## src/rtl/mult4_seq.sv

```systemverilog
// Sequential 4x4 unsigned shift-and-add multiplier built around one time-shared
// full_adder4; start/busy/done handshake, one multiplication in flight at a time.

module full_adder4 (
  input  logic [3:0] a,
  input  logic [3:0] b,
  input  logic       c_in,
  output logic [3:0] sum,
  output logic       c_out
);

  logic [4:0] carry;

  // Ripple-carry chain
  always_comb begin
    sum      = '0;
    carry    = '0;
    carry[0] = c_in;
    for (int i = 0; i < 4; i++) begin
      sum[i]     = a[i] ^ b[i] ^ carry[i];
      carry[i+1] = (a[i] & b[i]) | (carry[i] & (a[i] ^ b[i]));
    end
  end

  assign c_out = carry[4];

endmodule

module mult4_seq #(
  parameter int unsigned N_BITS = 4
) (
  input  logic                  clk,
  input  logic                  rst_n,
  input  logic                  start,
  input  logic [N_BITS-1:0]     a,
  input  logic [N_BITS-1:0]     b,
  output logic                  busy,
  output logic                  done,
  output logic [2*N_BITS-1:0]   product
);

  localparam int unsigned CNT_W  = 3;
  localparam int unsigned LAST_I = N_BITS - 1;

  typedef enum logic [1:0] {
    ST_IDLE = 2'd0,
    ST_CALC = 2'd1,
    ST_DONE = 2'd2
  } state_t;

  state_t              state;
  state_t              state_next;
  logic [N_BITS-1:0]   mcand;
  logic [N_BITS-1:0]   hi;
  logic [N_BITS-1:0]   lo;
  logic [CNT_W-1:0]    cnt;
  logic [N_BITS-1:0]   addend;
  logic [N_BITS-1:0]   s;
  logic                co;

  // Add the multiplicand into the accumulator only when the current multiplier bit is set
  assign addend = lo[0] ? mcand : '0;

  full_adder4 u_adder (
    .a     (hi),
    .b     (addend),
    .c_in  (1'b0),
    .sum   (s),
    .c_out (co)
  );

  // State register; busy/done are registered decodes of the next state
  always_ff @(posedge clk or negedge rst_n) begin
    if (!rst_n) begin
      state <= ST_IDLE;
      busy  <= 1'b0;
      done  <= 1'b0;
    end else begin
      state <= state_next;
      busy  <= (state_next == ST_CALC);
      done  <= (state_next == ST_DONE);
    end
  end

  always_comb begin
    state_next = state;
    case (state)
      ST_IDLE: if (start) state_next = ST_CALC;
      ST_CALC: if (cnt == CNT_W'(LAST_I)) state_next = ST_DONE;
      ST_DONE: state_next = ST_IDLE;
      default: state_next = ST_IDLE;
    endcase
  end

  // Datapath: operand capture in IDLE, one shift-add iteration per CALC cycle
  always_ff @(posedge clk or negedge rst_n) begin
    if (!rst_n) begin
      mcand <= '0;
      hi    <= '0;
      lo    <= '0;
      cnt   <= '0;
    end else begin
      case (state)
        ST_IDLE: begin
          if (start) begin
            mcand <= a;
            lo    <= b;
            hi    <= '0;
            cnt   <= '0;
          end
        end
        ST_CALC: begin
          hi  <= {co, s[N_BITS-1:1]};
          lo  <= {s[0], lo[N_BITS-1:1]};
          cnt <= cnt + CNT_W'(1);
        end
        default: ;
      endcase
    end
  end

  assign product = {hi, lo};

endmodule

```

## config.mk

```make
export PLATFORM = sky130hd
export DESIGN_NAME = mult4_seq
export DESIGN_NICKNAME = d
export VERILOG_FILES = /design/src/rtl/mult4_seq.sv
export SDC_FILE = /design/constraint.sdc
export NUM_CORES = 1
export LEC_CHECK = 0
export BUFFER_PORTS_ARGS = -buffer_cell sky130_fd_sc_hd__buf_2
export CORE_ASPECT_RATIO = 0.8
export CORE_MARGIN = 1.5
export CORE_UTILIZATION = 55
export CTS_BUF_LIST = sky130_fd_sc_hd__clkbuf_16
export CTS_CLUSTER_SIZE = 16
export DETAILED_ROUTE_END_ITERATION = 7
export PLACE_DENSITY = 0.81
export SLEW_MARGIN = 15
export SYNTH_ARGS = -nofsm -noshare
export SYNTH_HDL_FRONTEND = slang
export SYNTH_SLANG_ARGS = --single-unit
```

## constraint.sdc

```tcl
create_clock -name clk -period 3.9 [get_ports clk]
set_input_delay 0.585 -clock clk [delete_from_list [all_inputs] [get_ports clk]]
set_output_delay 0.585 -clock clk [all_outputs]
set_load 0.005 [all_outputs]
```

==> results.toml, run 1 <==
[status]
status = "complete, no violations"

[route]
wire_per_inst_microns = 15.1
totalWireLength_microns = 1630
viasPerCell = 5.55
drt_first_pass_iters = 3
vias = 599
ant_nets = 0
drc = 0
drt_iter0_drc = 6

[pwr]
vdd_drop_max_uv = 545
p_leak_uw = 0.000506
p_per_area_nw_per_um2 = 872

[clocking]
clkLatencyLatePin_ps = 250
cts_inserted_buffers = 3
worst_setup_hold_path_clk_slew_ps = 50
clock_path_buffers = 2
cts_tree = "yes"
htree_levels = 1
cts_root_buf = "clkbuf_16"
clock_sinks = 19
postCtsResizedCells = 0
post_cts_buffers = 0
ctsHoldBuffers = 0

[worst_setup_path]
crit_required_ps = 4060
timing.critical_path.from_type = "flip-flop"
crit_family = "adder cells"
crit_arrival_ps = 2270
cp_num_buf_inv = 3
r2r-start = "lo[0]"
cp-end-kind = "flip-flop"
critPathSlowestCell = "dfrtp_1"
critPathMaxStageDelay_ps = 410
crit_type = "flip-flop to flip-flop"
r2r_end = "hi[2]"
crit_chain = "and2_1, ha_1, inv_1, fa_1, inv_1, fa_1, inv_1, fa_1, o2bb2ai_1"
reg2reg_slack_ps = 1790
crit_fanout = 6
rr_worst_depth = 9

[sta]
timing.setup.tns_ps = 0
hold_violations = 0
slew_headroom_pct = 68.8
skew_ps = 2.18
final_max_slew_viol_count = 0
tightest_slew_ps = 467
min_period_ps = 2110
timing.final.ws_setup_ps = 1790
setup_viol = 0
fmax_ghz = 0.475
rsz0062_at_grt = "no"
period_share_pct = 54.0

[yosys]
synth.ff_latch_count = 19
ys_seq_area_share_pct = 53.3
syn_avg_cell_area_sq_um = 13.7
synth_cell_types = 21
yosys_warnings = 0
synthesis.nets = 82
netlist_area_sq_um = 892
syn_inst = 65

[placement]
dp_slack_ps = 1840
dp.final_hpwl_microns = 1190
gp_congestion = 0.779
portBuffers = 20

[grt]
antenna_found_initial = 0
overflow = 0
grt_pass1_wl_microns = 2860
grt_pass1_vias = 658
grt_max_degree = 20
grt_usage_pct = 23.1

[floorplanning]
die_h_microns = 39.0
pin_count = 21
die_area_sq_um = 1870
die_width_microns = 48.0
row_count = 12
core_area_sq_um = 1460
start_util_pct = 61.3

[cells_and_area]
utilization_pct = 74.2
nFillCells = 123
final_cell_mix = "buf_2 (20), dfrtp_1 (19), inv_1 (7)"
drive_above_1_share_pct = 37.9
antennaDiodeCount = 0
num-nets-final = 105
final_common_cell = "buf_2"
syn_to_final_growth_pct = 21.2

[run]
max_cap_viol_count = 0

[min_path]
hold_path.class = "primary input to asynchronous set/reset pin"
[layer usage]
metal / vias to the layer above / track usage (%) / wire length, microns
met5: - / 0 / 0
met4: 0 / 8.78 / 29
met3: 6 / 7.48 / 83
met2: 18 / 34.7 / 756
met1: 293 / 30.9 / 763
li1: 282 / - / -
[area by class of cell]
type | count | area, sq um | area share, %
well taps | 21 | 26.3 | 2.43
inverters | 6 | 22.5 | 2.08
clock buffers | 3 | 75.1 | 6.94
multi-input cells | 38 | 378 | 35.0
flip-flops and latches | 19 | 475 | 44.0
repair buffers | 20 | 100 | 9.26
clock inverters | 1 | 3.75 | 0.347
[registers in the layout (all words and copies together) (netlist names)]
| signal | count |
|---|---|
| hi | 4 |
| lo | 4 |
| mcand | 4 |
| busy | 1 |
| state | 2 |
| cnt | 3 |
| done | 1 |
[cell families (layout without fill, tap and decap cells)]
group                      Yosys count  in the layout  share of synthesized area (%)
and+or+nand+nor                     13             13                           11.8
AOI/OAI and AO/OA                   14             14                           13.5
buffers and inverters                8             30                           4.35
adders and majority gates            6              6                           10.9
muxes                                5              5                           6.17
DFF                                 19             19                           53.3
[Yosys cell counts]
| cell | count | area share, % |
|---|---|---|
| and2_1 | 4 | 2.8 |
| buf_6 | 1 | 1.3 |
| fa_1 | 3 | 6.7 |
| nor2b_1 | 1 | 0.70 |
| inv_1 | 6 | 2.5 |
| o21ba_2 | 1 | 1.1 |
| dfrtp_1 | 19 | 53 |
| a22o_1 | 2 | 2.0 |
| o221a_2 | 4 | 5.0 |
| or2b_1 | 1 | 0.84 |
| a21oi_1 | 2 | 1.1 |
| nand2_1 | 2 | 0.84 |
| o2bb2ai_1 | 2 | 2.0 |
| mux2i_1 | 1 | 1.1 |
| buf_2 | 1 | 0.56 |
| or4b_1 | 4 | 4.5 |
| o22ai_1 | 2 | 1.4 |
| mux2_2 | 4 | 5.0 |
| ha_1 | 3 | 4.2 |
| o21bai_1 | 1 | 0.84 |
| nor3b_4 | 1 | 2.1 |
[how the worst max path moves through the flow]
stage,start,endpoint,slack (ps),depth (start not counted)
floorplan,lo[0],hi[2],1950,9
detailed placement,lo[0],hi[2],1840,9
global route,lo[0],hi[2],1660,9
finish,lo[0],hi[2],1790,9
CTS,lo[0],hi[2],1800,9
global placement,lo[0],hi[2],1910,9
[power by group]
part	switching (uW)	internal (uW)	total (uW)	leakage (uW)
Sequential	78.5	293	372	0.000228
Combinational	171	198	369	0.000235
Clock	66.4	136	202	0.0000423
[per-stage QoR]
stage	hold WS [ps]	instances	total power (uW)	cell area, sq um
2_1_floorplan	289	65	628	892
3_3_place_gp	470	104	718	1000
3_5_place_dp	496	104	742	1000
4_1_cts	279	108	952	1080
5_1_grt	297	108	1030	1080
6_report	268	108	943	1080
Note: power is estimated with default switching activity, not from simulation.
==> run 2, diff against run 1 <==
Settings changed: CORE_UTILIZATION 55 to 51, PLACE_DENSITY 0.81 to 0.76.
Clock period 3.9 ns to 2.1 ns, I/O delays scaled along.
==> results.toml, run 2 (synthesis results as in run 1) <==
[sta]
final_max_slew_viol_count = 0
hold_violations = 13
min_period_ps = 1940
rsz0062_at_grt = "no"
whs_ps = -4.08
fmax_ghz = 0.515
timing.setup.tns_ps = 0
tightest_slew_ps = 519
skew_ps = 3.11
period_share_pct = 92.5
setup_viol = 0
slew_headroom_pct = 65.4

[floorplanning]
die_h_microns = 40.4
row_count = 13
die_area_sq_um = 2010
die_width_microns = 49.8
pin_count = 21
start_util_pct = 54.8
core_area_sq_um = 1630

[grt]
grt_max_degree = 20
grt_pass1_vias = 545
grt_pass1_wl_microns = 2600
antenna_found_initial = 0
grt_usage_pct = 19.3
overflow = 0

[clocking]
ctsHoldBuffers = 0
htree_levels = 1
post_cts_buffers = 0
clock_sinks = 19
cts_tree = "yes"
cts_root_buf = "clkbuf_16"
worst_setup_hold_path_clk_slew_ps = 50
clkLatencyLatePin_ps = 250
clock_path_buffers = 2
cts_inserted_buffers = 3

[pwr]
p_leak_uw = 0.000511
vdd_drop_max_uv = 914
p_per_area_nw_per_um2 = 1610

[placement]
portBuffers = 20
dp.final_hpwl_microns = 1140
gp_congestion = 0.732
place_inst = 106

[cells_and_area]
stdcell_count = 110
antennaDiodeCount = 0
final_common_cell = "buf_2"
num-nets-final = 106
final_cell_mix = "buf_2 (20), dfrtp_1 (19), inv_1 (6)"
drive_above_1_share_pct = 42.0
top_regs = "hi x4, lo x4, mcand x4"
nFillCells = 130
syn_to_final_growth_pct = 23.1

[worst_setup_path]
timing.critical_path.from_type = "flip-flop"
crit_required_ps = 2230
crit_type = "flip-flop to flip-flop"
crit_chain = "and2_1, ha_1, inv_1, fa_1, inv_1, fa_2, inv_2, fa_1, o2bb2ai_2"
crit_arrival_ps = 2070
critPathSlowestCell = "fa_1"
crit_fanout = 2
cp-end-kind = "flip-flop"
critPathMaxStageDelay_ps = 490

[route]
drc = 0
totalWireLength_microns = 1530
viasPerCell = 5.35
ant_nets = 0
wire_per_inst_microns = 13.9
drt_iter0_drc = 9
drt_first_pass_iters = 2
vias = 588

[status]
violations = "negative hold slack"
status = "finished with violations"

[min_path]
hold_path.class = "primary input to asynchronous set/reset pin"

[run]
max_cap_viol_count = 0
==> run 2: cell type report <==
class                      instances  area, sq um  area share, %
clock buffer                       3         75.1           6.83
multi-input combinational         38          387           35.2
timing repair buffer              21          108           9.80
inverter                           6         22.5           2.05
tap                               22         27.5           2.51
clock inverter                     1         3.75          0.342
sequential                        19          475           43.3
==> run 2: metrics by stage <==
| stage | total power, uW | utilization [%] | hold slack, ps | setup WS (ps) | instance area, sq um |
|---|---|---|---|---|---|
| 6_report | 1770 | 67.5 | -4.08 | 157 | 1100 |
| 5_1_grt | 1940 | 67.5 | 27.4 | 36.7 | 1100 |
| 4_1_cts | 1770 | 67.0 | 4.84 | 100 | 1090 |
| 3_5_place_dp | 1380 | 62.2 | 272 | 110 | 1010 |
| 3_3_place_gp | 1350 | 62.2 | 272 | 141 | 1010 |
| 2_1_floorplan | 1170 | - | 19.4 | 147 | 892 |
==> run 2: repair_timing <==
item | 4_1_cts | 5_1_grt
endpoints found under the setup margin | 0 | 1
hold endpoints to repair | 0 | 0
gates resized for setup | 0 | 3
==> run 2: critical path, delay by kind of cell (launching register included) <==
family          cells  cell delay, ps
fa+ha+maj           4            1140
simple gates        1             130
buf+inv             3             150
compound gates      1              50
flops               1             340
==> run 2: worst paths after layout <==
kind                          start        to  slack (ps)  depth (start not counted)
hold reg to reg              cnt[0]    cnt[0]         480                          1
min in group clk               a[3]  mcand[3]         300                          2
hold / removal                rst_n    cnt[0]          -4                          1
setup reg to reg           mcand[0]     hi[2]         160                          9
max in group asynchronous     rst_n      done        1810                          1
setup / recovery           mcand[0]     hi[2]         160                          9
==> run 2: power breakdown <==
group          internal (uW)  switching (uW)
combinational            389             320
sequential               545             134
clock                    253             127
total                   1190             581
==> run 2: per-layer routing <==
layer / vias to the layer above / GRT usage (%) / part of all wire [%]
met1: 287 / 23.7 / 47
met4: 0 / 8.33 / 1.6
met5: - / 0 / 0
met2: 15 / 30.7 / 45
met3: 4 / 7.84 / 5.7
li1: 282 / - / -
==> run 3, diff against run 2 <==
Clock period 2.1 ns to 2.2 ns, I/O delays scaled along.
==> results.toml, run 3 (synthesis results as in run 1) <==
[status]
status = "complete, no violations"

[worst_setup_path]
cp_num_buf_inv = 3
crit_family = "adder cells"
crit_required_ps = 2370
crit_chain = "and2_1, ha_1, inv_1, fa_1, inv_1, fa_1, inv_1, fa_1, o2bb2ai_1"
cp-end-kind = "flip-flop"
crit_fanout = 6
crit_type = "flip-flop to flip-flop"
critPathSlowestCell = "dfrtp_1"
crit_arrival_ps = 2250
timing.critical_path.from_type = "flip-flop"
critPathMaxStageDelay_ps = 420

[route]
vias = 578
viasPerCell = 5.30
drc = 0
drt_first_pass_iters = 1
ant_nets = 0
totalWireLength_microns = 1590
wire_per_inst_microns = 14.6
drt_iter0_drc = 0

[placement]
portBuffers = 20
gp_congestion = 0.742
dp.final_hpwl_microns = 1190
place_inst = 105

[floorplanning]
die_h_microns = 40.4
core_area_sq_um = 1630
die_area_sq_um = 2010
die_width_microns = 49.8
pin_count = 21
row_count = 13
start_util_pct = 54.8

[sta]
timing.setup.tns_ps = 0
rsz0062_at_grt = "no"
final_max_slew_viol_count = 0
skew_ps = 1.33
setup_viol = 0
period_share_pct = 94.2
slew_headroom_pct = 65.4
min_period_ps = 2070
hold_violations = 0
tightest_slew_ps = 517
fmax_ghz = 0.483

[cells_and_area]
top_regs = "hi x4, lo x4, mcand x4"
final_common_cell = "buf_2"
antennaDiodeCount = 0
utilization_pct = 66.6
drive_above_1_share_pct = 39.1
num-nets-final = 105
stdcell_count = 109
syn_to_final_growth_pct = 21.5
final_cell_mix = "buf_2 (20), dfrtp_1 (19), inv_1 (6)"

[clocking]
post_cts_buffers = 0
postCtsResizedCells = 0
clock_sinks = 19
cts_tree = "yes"
cts_root_buf = "clkbuf_16"
clock_path_buffers = 2
cts_inserted_buffers = 3
htree_levels = 1
clkLatencyLatePin_ps = 250
ctsHoldBuffers = 0
worst_setup_hold_path_clk_slew_ps = 50

[pwr]
p_leak_uw = 0.000504
p_per_area_nw_per_um2 = 1540
power.switching_uw = 556
p_seq_share_pct = 39.4
p_int_uw = 1110
combPwrFrac_pct = 38.5
switching_share_pct = 33.3
p_clk_share_pct = 22.1
vdd_drop_max_uv = 743

[grt]
grt_usage_pct = 18.8
grt_max_degree = 20
overflow = 0
grt_pass1_vias = 555
antenna_found_initial = 0
grt_pass1_wl_microns = 2530

[run]
max_cap_viol_count = 0

[min_path]
hold_path.class = "primary input to asynchronous set/reset pin"
==> run 3: path summary, 6_finish.rpt <==
path                       cells after the start  slack [ps]        to   start
hold / removal                                 1           8      done   rst_n
setup / recovery                               9         130     hi[2]   lo[0]
setup reg to reg                               9         130     hi[2]   lo[0]
hold reg to reg                                1         480    cnt[0]  cnt[0]
min in group clk                               2         310  mcand[1]    a[1]
max in group asynchronous                      1        1900     lo[0]   rst_n
==> run 3: power groups by stage <==
stage | sequential, uW | clock [uW] | combinational [uW]
detailed placement | 661 | 0 | 647
global placement | 654 | 0 | 628
floorplan | 626 | 0 | 488
global route | 681 | 398 | 737
CTS | 657 | 382 | 659
finish | 658 | 368 | 642
==> run 3: layout make-up <==
cell class	instances	area (sq um)
repair buffers	20	100
multi-input cells	38	378
flip-flops and latches	19	475
fillers	128	543
clock inverters	1	5.00
inverters	6	22.5
clock buffers	3	75.1
well taps	22	27.5
==> run 3: stage by stage <==
step	power [uW]	area [sq um]	setup WS [ps]	hold WS, ps
final	1670	1080	128	8.20
after global routing	1820	1080	13.0	40.2
after CTS	1700	1080	107	19.2
after detailed placement	1310	1000	133	289
after global placement	1280	1000	225	284
after floorplan	1110	892	247	34.4
==> run 3: metal layers <==
metal / vias up / GRT usage (%) / wire (microns)
li1: 281 / - / -
met1: 281 / 20.9 / 738
met2: 16 / 35.0 / 771
met3: 0 / 6.72 / 83
met4: 0 / 6.25 / 0
met5: - / 0 / 0
